$ cat config.mk
export PLATFORM = sky130hd
export DESIGN_NAME = sigmoid_pack
export DESIGN_NICKNAME = d
export VERILOG_FILES = /design/src/rtl/sigmoid_pack.sv
export SDC_FILE = /design/constraint.sdc
export NUM_CORES = 1
export LEC_CHECK = 0
export CORE_MARGIN = 8
export CORE_UTILIZATION = 45
export CTS_CLUSTER_SIZE = 10
export DETAILED_ROUTE_END_ITERATION = 10
export HOLD_SLACK_MARGIN = 0.1
export PLACE_DENSITY = 0.66
export SYNTH_ARGS = -nofsm -noshare
export SYNTH_HDL_FRONTEND = slang
export SYNTH_SLANG_ARGS = --single-unit
$ cat constraint.sdc
create_clock -name clk -period 4.2 [get_ports clk]
set_input_delay 1.05 -clock clk [delete_from_list [all_inputs] [get_ports clk]]
set_output_delay 1.05 -clock clk [all_outputs]
set_load 0.01 [all_outputs]
$ cat src/rtl/sigmoid_pack.sv
// sigmoid_pack: requantizes a 16-bit unsigned Q0.16 sigmoid stream to 8 bits
// (round-half-up with saturation), packs LANES samples per word and queues the
// words in a first-word-fall-through FIFO drained over valid/ready.
// A word arriving while the FIFO is full and not popping is dropped, and the
// sticky o_overflow flag is raised. The input side is never stalled.
//
// Ports:
//   clk, rst_n   clock (posedge) and asynchronous active-low reset
//   i_y          sigmoid sample, unsigned Q0.16
//   i_in_valid   i_y valid this cycle
//   i_flush      push the partially filled word, unfilled lanes zero
//   i_ready      consumer accepts o_word this cycle
//   o_word       FIFO head; lane0 in [7:0], zero when empty
//   o_out_valid  FIFO not empty
//   o_overflow   sticky: a word was dropped on a full FIFO
//   number       constant tie-off
//   o_drop_cnt   saturating dropped-word count (only with SIGMOID_PACK_STATS_EN)
//
// Optional feature macro: SIGMOID_PACK_STATS_EN
module sigmoid_pack #(
  parameter int unsigned DEPTH = 4,
  parameter int unsigned LANES = 4
) (
  input  logic                 clk,
  input  logic                 rst_n,
  input  logic [15:0]          i_y,
  input  logic                 i_in_valid,
  input  logic                 i_flush,
  input  logic                 i_ready,
  output logic [LANES*8-1:0]   o_word,
  output logic                 o_out_valid,
  output logic                 o_overflow,
  output logic [50:0]          number
`ifdef SIGMOID_PACK_STATS_EN
  ,
  output logic [7:0]           o_drop_cnt
`endif
);

  localparam int unsigned WORD_W = LANES * 8;
  localparam int unsigned LPTR_W = $clog2(LANES);
  localparam int unsigned PTR_W  = (DEPTH > 1) ? $clog2(DEPTH) : 1;
  localparam int unsigned CNT_W  = $clog2(DEPTH + 1);

  // Packer state
  logic [LPTR_W-1:0] lane_ptr_q, lane_ptr_d;
  logic [7:0]        lane_q [LANES];
  logic [7:0]        lane_d [LANES];

  // FIFO state
  logic [WORD_W-1:0] mem_q [DEPTH];
  logic [PTR_W-1:0]  wr_ptr_q, wr_ptr_d;
  logic [PTR_W-1:0]  rd_ptr_q, rd_ptr_d;
  logic [CNT_W-1:0]  count_q, count_d;

  // Registered outputs
  logic [WORD_W-1:0] word_q, word_d;
  logic              valid_q, valid_d;
  logic              overflow_q, overflow_d;

  // Combinational helpers
  logic [8:0]        sum_c;
  logic [7:0]        q_c;
  logic              push_c;
  logic              pop_c;
  logic              full_c;
  logic              wr_en_c;
  logic              drop_c;
  logic [WORD_W-1:0] word_c;
  logic [WORD_W-1:0] head_c;

  assign number = '0;

  // Round half up; a carry out of the top byte saturates to 8'hFF
  always_comb begin
    sum_c = {1'b0, i_y[15:8]} + 9'(i_y[7]);
    q_c   = sum_c[8] ? 8'hFF : sum_c[7:0];
  end

  // Packer: word assembly, push decision, lane pointer and lane registers
  always_comb begin
    word_c     = '0;
    lane_d     = lane_q;
    lane_ptr_d = lane_ptr_q;
    push_c     = (i_in_valid && (lane_ptr_q == LPTR_W'(LANES - 1))) ||
                 (i_flush && ((lane_ptr_q != '0) || i_in_valid));

    // Lanes below the pointer hold captured samples; the pointer lane takes
    // the sample arriving this cycle; everything above is zero padding.
    for (int unsigned i = 0; i < LANES; i++) begin
      if (LPTR_W'(i) < lane_ptr_q) begin
        word_c[i*8 +: 8] = lane_q[i];
      end else if ((LPTR_W'(i) == lane_ptr_q) && i_in_valid) begin
        word_c[i*8 +: 8] = q_c;
      end
    end

    if (push_c) begin
      lane_ptr_d = '0;
      for (int unsigned i = 0; i < LANES; i++) begin
        lane_d[i] = 8'h00;
      end
    end else if (i_in_valid) begin
      lane_d[lane_ptr_q] = q_c;
      lane_ptr_d         = lane_ptr_q + LPTR_W'(1);
    end
  end

  // FIFO control: pop only uses registered valid, so i_ready never reaches
  // the outputs combinationally
  always_comb begin
    pop_c      = valid_q && i_ready;
    full_c     = (count_q == CNT_W'(DEPTH));
    wr_en_c    = push_c && (!full_c || pop_c);
    drop_c     = push_c && full_c && !pop_c;
    count_d    = count_q + CNT_W'(wr_en_c) - CNT_W'(pop_c);
    rd_ptr_d   = pop_c   ? rd_ptr_q + PTR_W'(1) : rd_ptr_q;
    wr_ptr_d   = wr_en_c ? wr_ptr_q + PTR_W'(1) : wr_ptr_q;
    overflow_d = overflow_q || drop_c;

    // Next head: the word being written lands on the head slot only when the
    // FIFO is otherwise empty after this edge
    head_c     = (wr_en_c && (wr_ptr_q == rd_ptr_d)) ? word_c : mem_q[rd_ptr_d];
    valid_d    = (count_d != '0);
    word_d     = valid_d ? head_c : '0;
  end

  // State registers
  always_ff @(posedge clk or negedge rst_n) begin
    if (!rst_n) begin
      lane_ptr_q <= '0;
      for (int unsigned i = 0; i < LANES; i++) begin
        lane_q[i] <= 8'h00;
      end
      wr_ptr_q   <= '0;
      rd_ptr_q   <= '0;
      count_q    <= '0;
      word_q     <= '0;
      valid_q    <= 1'b0;
      overflow_q <= 1'b0;
    end else begin
      lane_ptr_q <= lane_ptr_d;
      lane_q     <= lane_d;
      wr_ptr_q   <= wr_ptr_d;
      rd_ptr_q   <= rd_ptr_d;
      count_q    <= count_d;
      word_q     <= word_d;
      valid_q    <= valid_d;
      overflow_q <= overflow_d;
    end
  end

  // FIFO storage
  always_ff @(posedge clk or negedge rst_n) begin
    if (!rst_n) begin
      for (int unsigned i = 0; i < DEPTH; i++) begin
        mem_q[i] <= '0;
      end
    end else if (wr_en_c) begin
      mem_q[wr_ptr_q] <= word_c;
    end
  end

  assign o_word      = word_q;
  assign o_out_valid = valid_q;
  assign o_overflow  = overflow_q;

`ifdef SIGMOID_PACK_STATS_EN
  logic [7:0] drop_cnt_q, drop_cnt_d;

  // Saturating dropped-word counter
  always_comb begin
    drop_cnt_d = drop_cnt_q;
    if (drop_c && (drop_cnt_q != 8'hFF)) begin
      drop_cnt_d = drop_cnt_q + 8'd1;
    end
  end

  always_ff @(posedge clk or negedge rst_n) begin
    if (!rst_n) begin
      drop_cnt_q <= 8'h00;
    end else begin
      drop_cnt_q <= drop_cnt_d;
    end
  end

  assign o_drop_cnt = drop_cnt_q;
`endif

endmodule

==> out/metrics.yaml <==
status: "finished, final reports clean"
yosys.cell_count.top_type: "nand2_1"
cp-end-kind: "flip-flop"
pwr-share-clk: 0.193
r2r_slack_ns: 0.51
avgSynthCellArea_sq_um: 9.55
final_cells: 1365
cts_buffers: 17
crit_arrival_ns: 4.39
dp_hpwl_um: 16500
die_h_um: 165
synth_area_leaders: "dfrtp_1 (49%), o21ai_0 (7.8%), nand2_1 (7.7%), buf_4 (4.3%), mux2i_1 (4.2%)"
fp.coreArea_sq_um: 21800
hold_path_class: "reg2reg"
sequentialPowerShare: 0.348
setup_tns_ns: 0
yosys-top-cells-count: "nand2_1 (206), dfrtp_1 (195), o21ai_0 (155)"
crit_fanout: 23
r2r-start: "lane_ptr_q[0]$_DFFE_PN0P_"
p_sw_frac: 0.418
r2r_end: "o_word[5]$_DFF_PN0_"
start_kind: "input pin"
die-area_sq_um: 27200
tightestPinTransition_ns: 1.20
fmax_mhz: 246
initial_core_util: 0.458
holdBufCountCts: 0
die_w_um: 165
ant_nets: 0
synth_flop_cell: "dfrtp_1"
grt_pass1_wl_um: 41400
period_needed_ns: 4.06
drt_first_iter_violations: 694
crit_type: "in2reg"
overflow: 0
area_growth_pct: 11.9
synth-seq-area-share: 0.489
ys_types: 57
htree_levels: 4
io_pins: 106
synthesis.area_sq_um: 9980
groute.usage.overall: 0.194
ys_warn_count: 0
cts_sinks: 195
clockBufferDepth: 2
maxCapViolations: 0
placedInstanceArea_sq_um: 10600
hold-path-cell-count: 2
wl_per_cell_um: 19.3
place_congestion: 0.837
via_count: 7722
diodes: 0
setup_viol: 0
rsz0062_at_grt: "false"
design_area_sq_um: 11200
num_rows: 54
cts_setup_buffers: 0
clock_latency_ns: 0.45
finalClockSkew_ns: 0.0147
cts_tree: "built"
hold_start: "mem_q[67]$_DFFE_PN0P_"
routed_wl_um: 26300
min_to: "mem_q[67]$_DFFE_PN0P_"
top_usage_layer: "met2"
ir_worst_vdd_uv: 363
required_ns: 4.52
grt_use_met1: 0.278
rr_worst_depth: 13
drv_slew: 0
antenna_found_initial: 0
fill_cells: 2019
ys_ff_latch: 195
max-slew-margin-rel: 0.189
drive_gt1_frac: 0.0940
p_leak_nw: 4.85
portBuffers: 47
power_frac_comb: 0.459
layout.nets: 1107
internal_power_mw: 4.88
cellPowerDensity_nw_per_um2: 751
grt_use_met2: 0.301
synth-edff-count: 0
grt_pass1_vias: 7412
vias_per_cell: 5.66
cts_root_buffer: "clkbuf_16"
netlist.top_cell.by_area: "dfrtp_1"
clkTransAtPathRegs_ns: 0.07
dp_cells: 1332
synth_top_area_share: 0.489
switching_power_mw: 3.50
synth-async-reset-ratio: 1.00
totalPowerFinal_mw: 8.39
use_met3: 0.0334
route.detailed.drc: 0
fin_crit_sh: 0.968
hold_viol: 0
first_pass_iters: 5
syn_inst: 1046
grt_max_degree: 80
holdWs_ns: 0.478
critical path, cell delays in order:
cell and delay, ns:
clkdlybuf4s50_1 0.47, or2_2 0.31, a21o_1 0.25, nand2_1 0.12, ha_1 0.23, inv_1 0.06, ha_1 0.16, fa_1 0.47
nor3_4 0.43, buf_4 0.27, inv_2 0.06, o21a_4 0.23, a32o_1 0.27
flip-flops by register name, indices dropped and copies added (netlist names):
| register | count |
|---|---|
| rd_ptr_q | 2 |
| lane_q | 24 |
| o_out_valid | 1 |
| count_q | 3 |
| mem_q | 128 |
| o_overflow | 1 |
| wr_ptr_q | 2 |
| o_word | 32 |
| lane_ptr_q | 2 |
cells by family (layout without fill, tap and decap cells):
| kind of cell | Yosys count | count (layout) | share of synthesized area |
|---|---|---|---|
| xor gates and xnor gates | 8 | 8 | 0.00890 |
| adders and majority gates | 14 | 14 | 0.0183 |
| DFF | 195 | 195 | 0.489 |
| buffers and inverters | 149 | 137 | 0.0832 |
| muxes | 53 | 53 | 0.0545 |
| AOI/OAI and AO/OA | 327 | 327 | 0.215 |
| other | 1 | 51 | 0.000376 |
| and+or+nand+nor | 299 | 300 | 0.131 |
metal layers:
layer / routed length [um] / share of wire / vias to the layer above
met5: 0 / 0 / -
met4: 321 / 0.012 / 0
met3: 1540 / 0.059 / 18
met2: 12100 / 0.46 / 249
met1: 12300 / 0.47 / 3786
li1: - / - / 3669
layout by cell type, fill, tap and decap left out, types with 4 or more instances in the layout:
master / instances
a31oi_1: 9
nor2b_1: 5
nand2_1: 206
a22o_1: 11
nand3_1: 16
a22oi_1: 30
nor3b_1: 11
mux2_2: 11
a32o_1: 23
mux2i_1: 42
buf_4: 37
o21a_1: 8
nand2b_1: 4
nor3_1: 10
a211oi_1: 21
inv_6: 6
o21ai_0: 155
o221ai_1: 10
conb_1: 51
clkdlybuf4s50_1: 46
clkbuf_16: 17
dfrtp_1: 194
ha_1: 13
nand3_2: 4
inv_1: 17
xnor2_1: 4
a2bb2oi_1: 19
o22ai_1: 17
a21oi_1: 11
nor2_1: 23
stage by stage:
step	util	worst slack, ns
finish	0.512	0.136
detailed placement	0.484	-0.476
CTS	0.511	0.0236
global placement	0.484	-0.459
floorplan	-	0.321
global route	0.512	0.0692
repair_timing:
action                     in CTS  in global routing
cloned                          0                  1
setup endpoints to repair       7                 23
pin swaps                       1                  1
gates resized for setup         0                  1
power groups by stage:
| stage | combinational, mW | sequential [mW] | clock (mW) |
|---|---|---|---|
| global route | 4.21 | 2.99 | 1.72 |
| finish | 3.85 | 2.92 | 1.62 |
| detailed placement | 3.77 | 2.95 | 0 |
| global placement | 3.71 | 2.94 | 0 |
| floorplan | 2.69 | 2.87 | 0 |
| CTS | 3.79 | 2.92 | 1.65 |
worst max-delay path by stage:
| stage | start | to | slack (ns) | cells after the start |
|---|---|---|---|---|
| 3_3_place_gp | i_flush | o_word[25]$_DFF_PN0_ | -0.46 | 12 |
| 5_1_grt | i_flush | o_word[12]$_DFF_PN0_ | 0.07 | 13 |
| 2_1_floorplan | i_flush | o_word[5]$_DFF_PN0_ | 0.32 | 16 |
| 3_5_place_dp | i_flush | o_word[24]$_DFF_PN0_ | -0.48 | 12 |
| 4_1_cts | i_flush | o_word[28]$_DFF_PN0_ | 0.02 | 12 |
| 6_report | i_flush | o_word[5]$_DFF_PN0_ | 0.14 | 13 |
final cells by class:
type,instances,area [sq um],area share
flip-flops and latches,195,4880,0.437
multi-input cells,753,4510,0.403
well taps,280,350,0.0314
repair buffers,85,772,0.0691
clock buffers,18,439,0.0393
clock inverters,14,143,0.0128
inverters,20,75.1,0.00672
(Power assumes the default switching activity.)
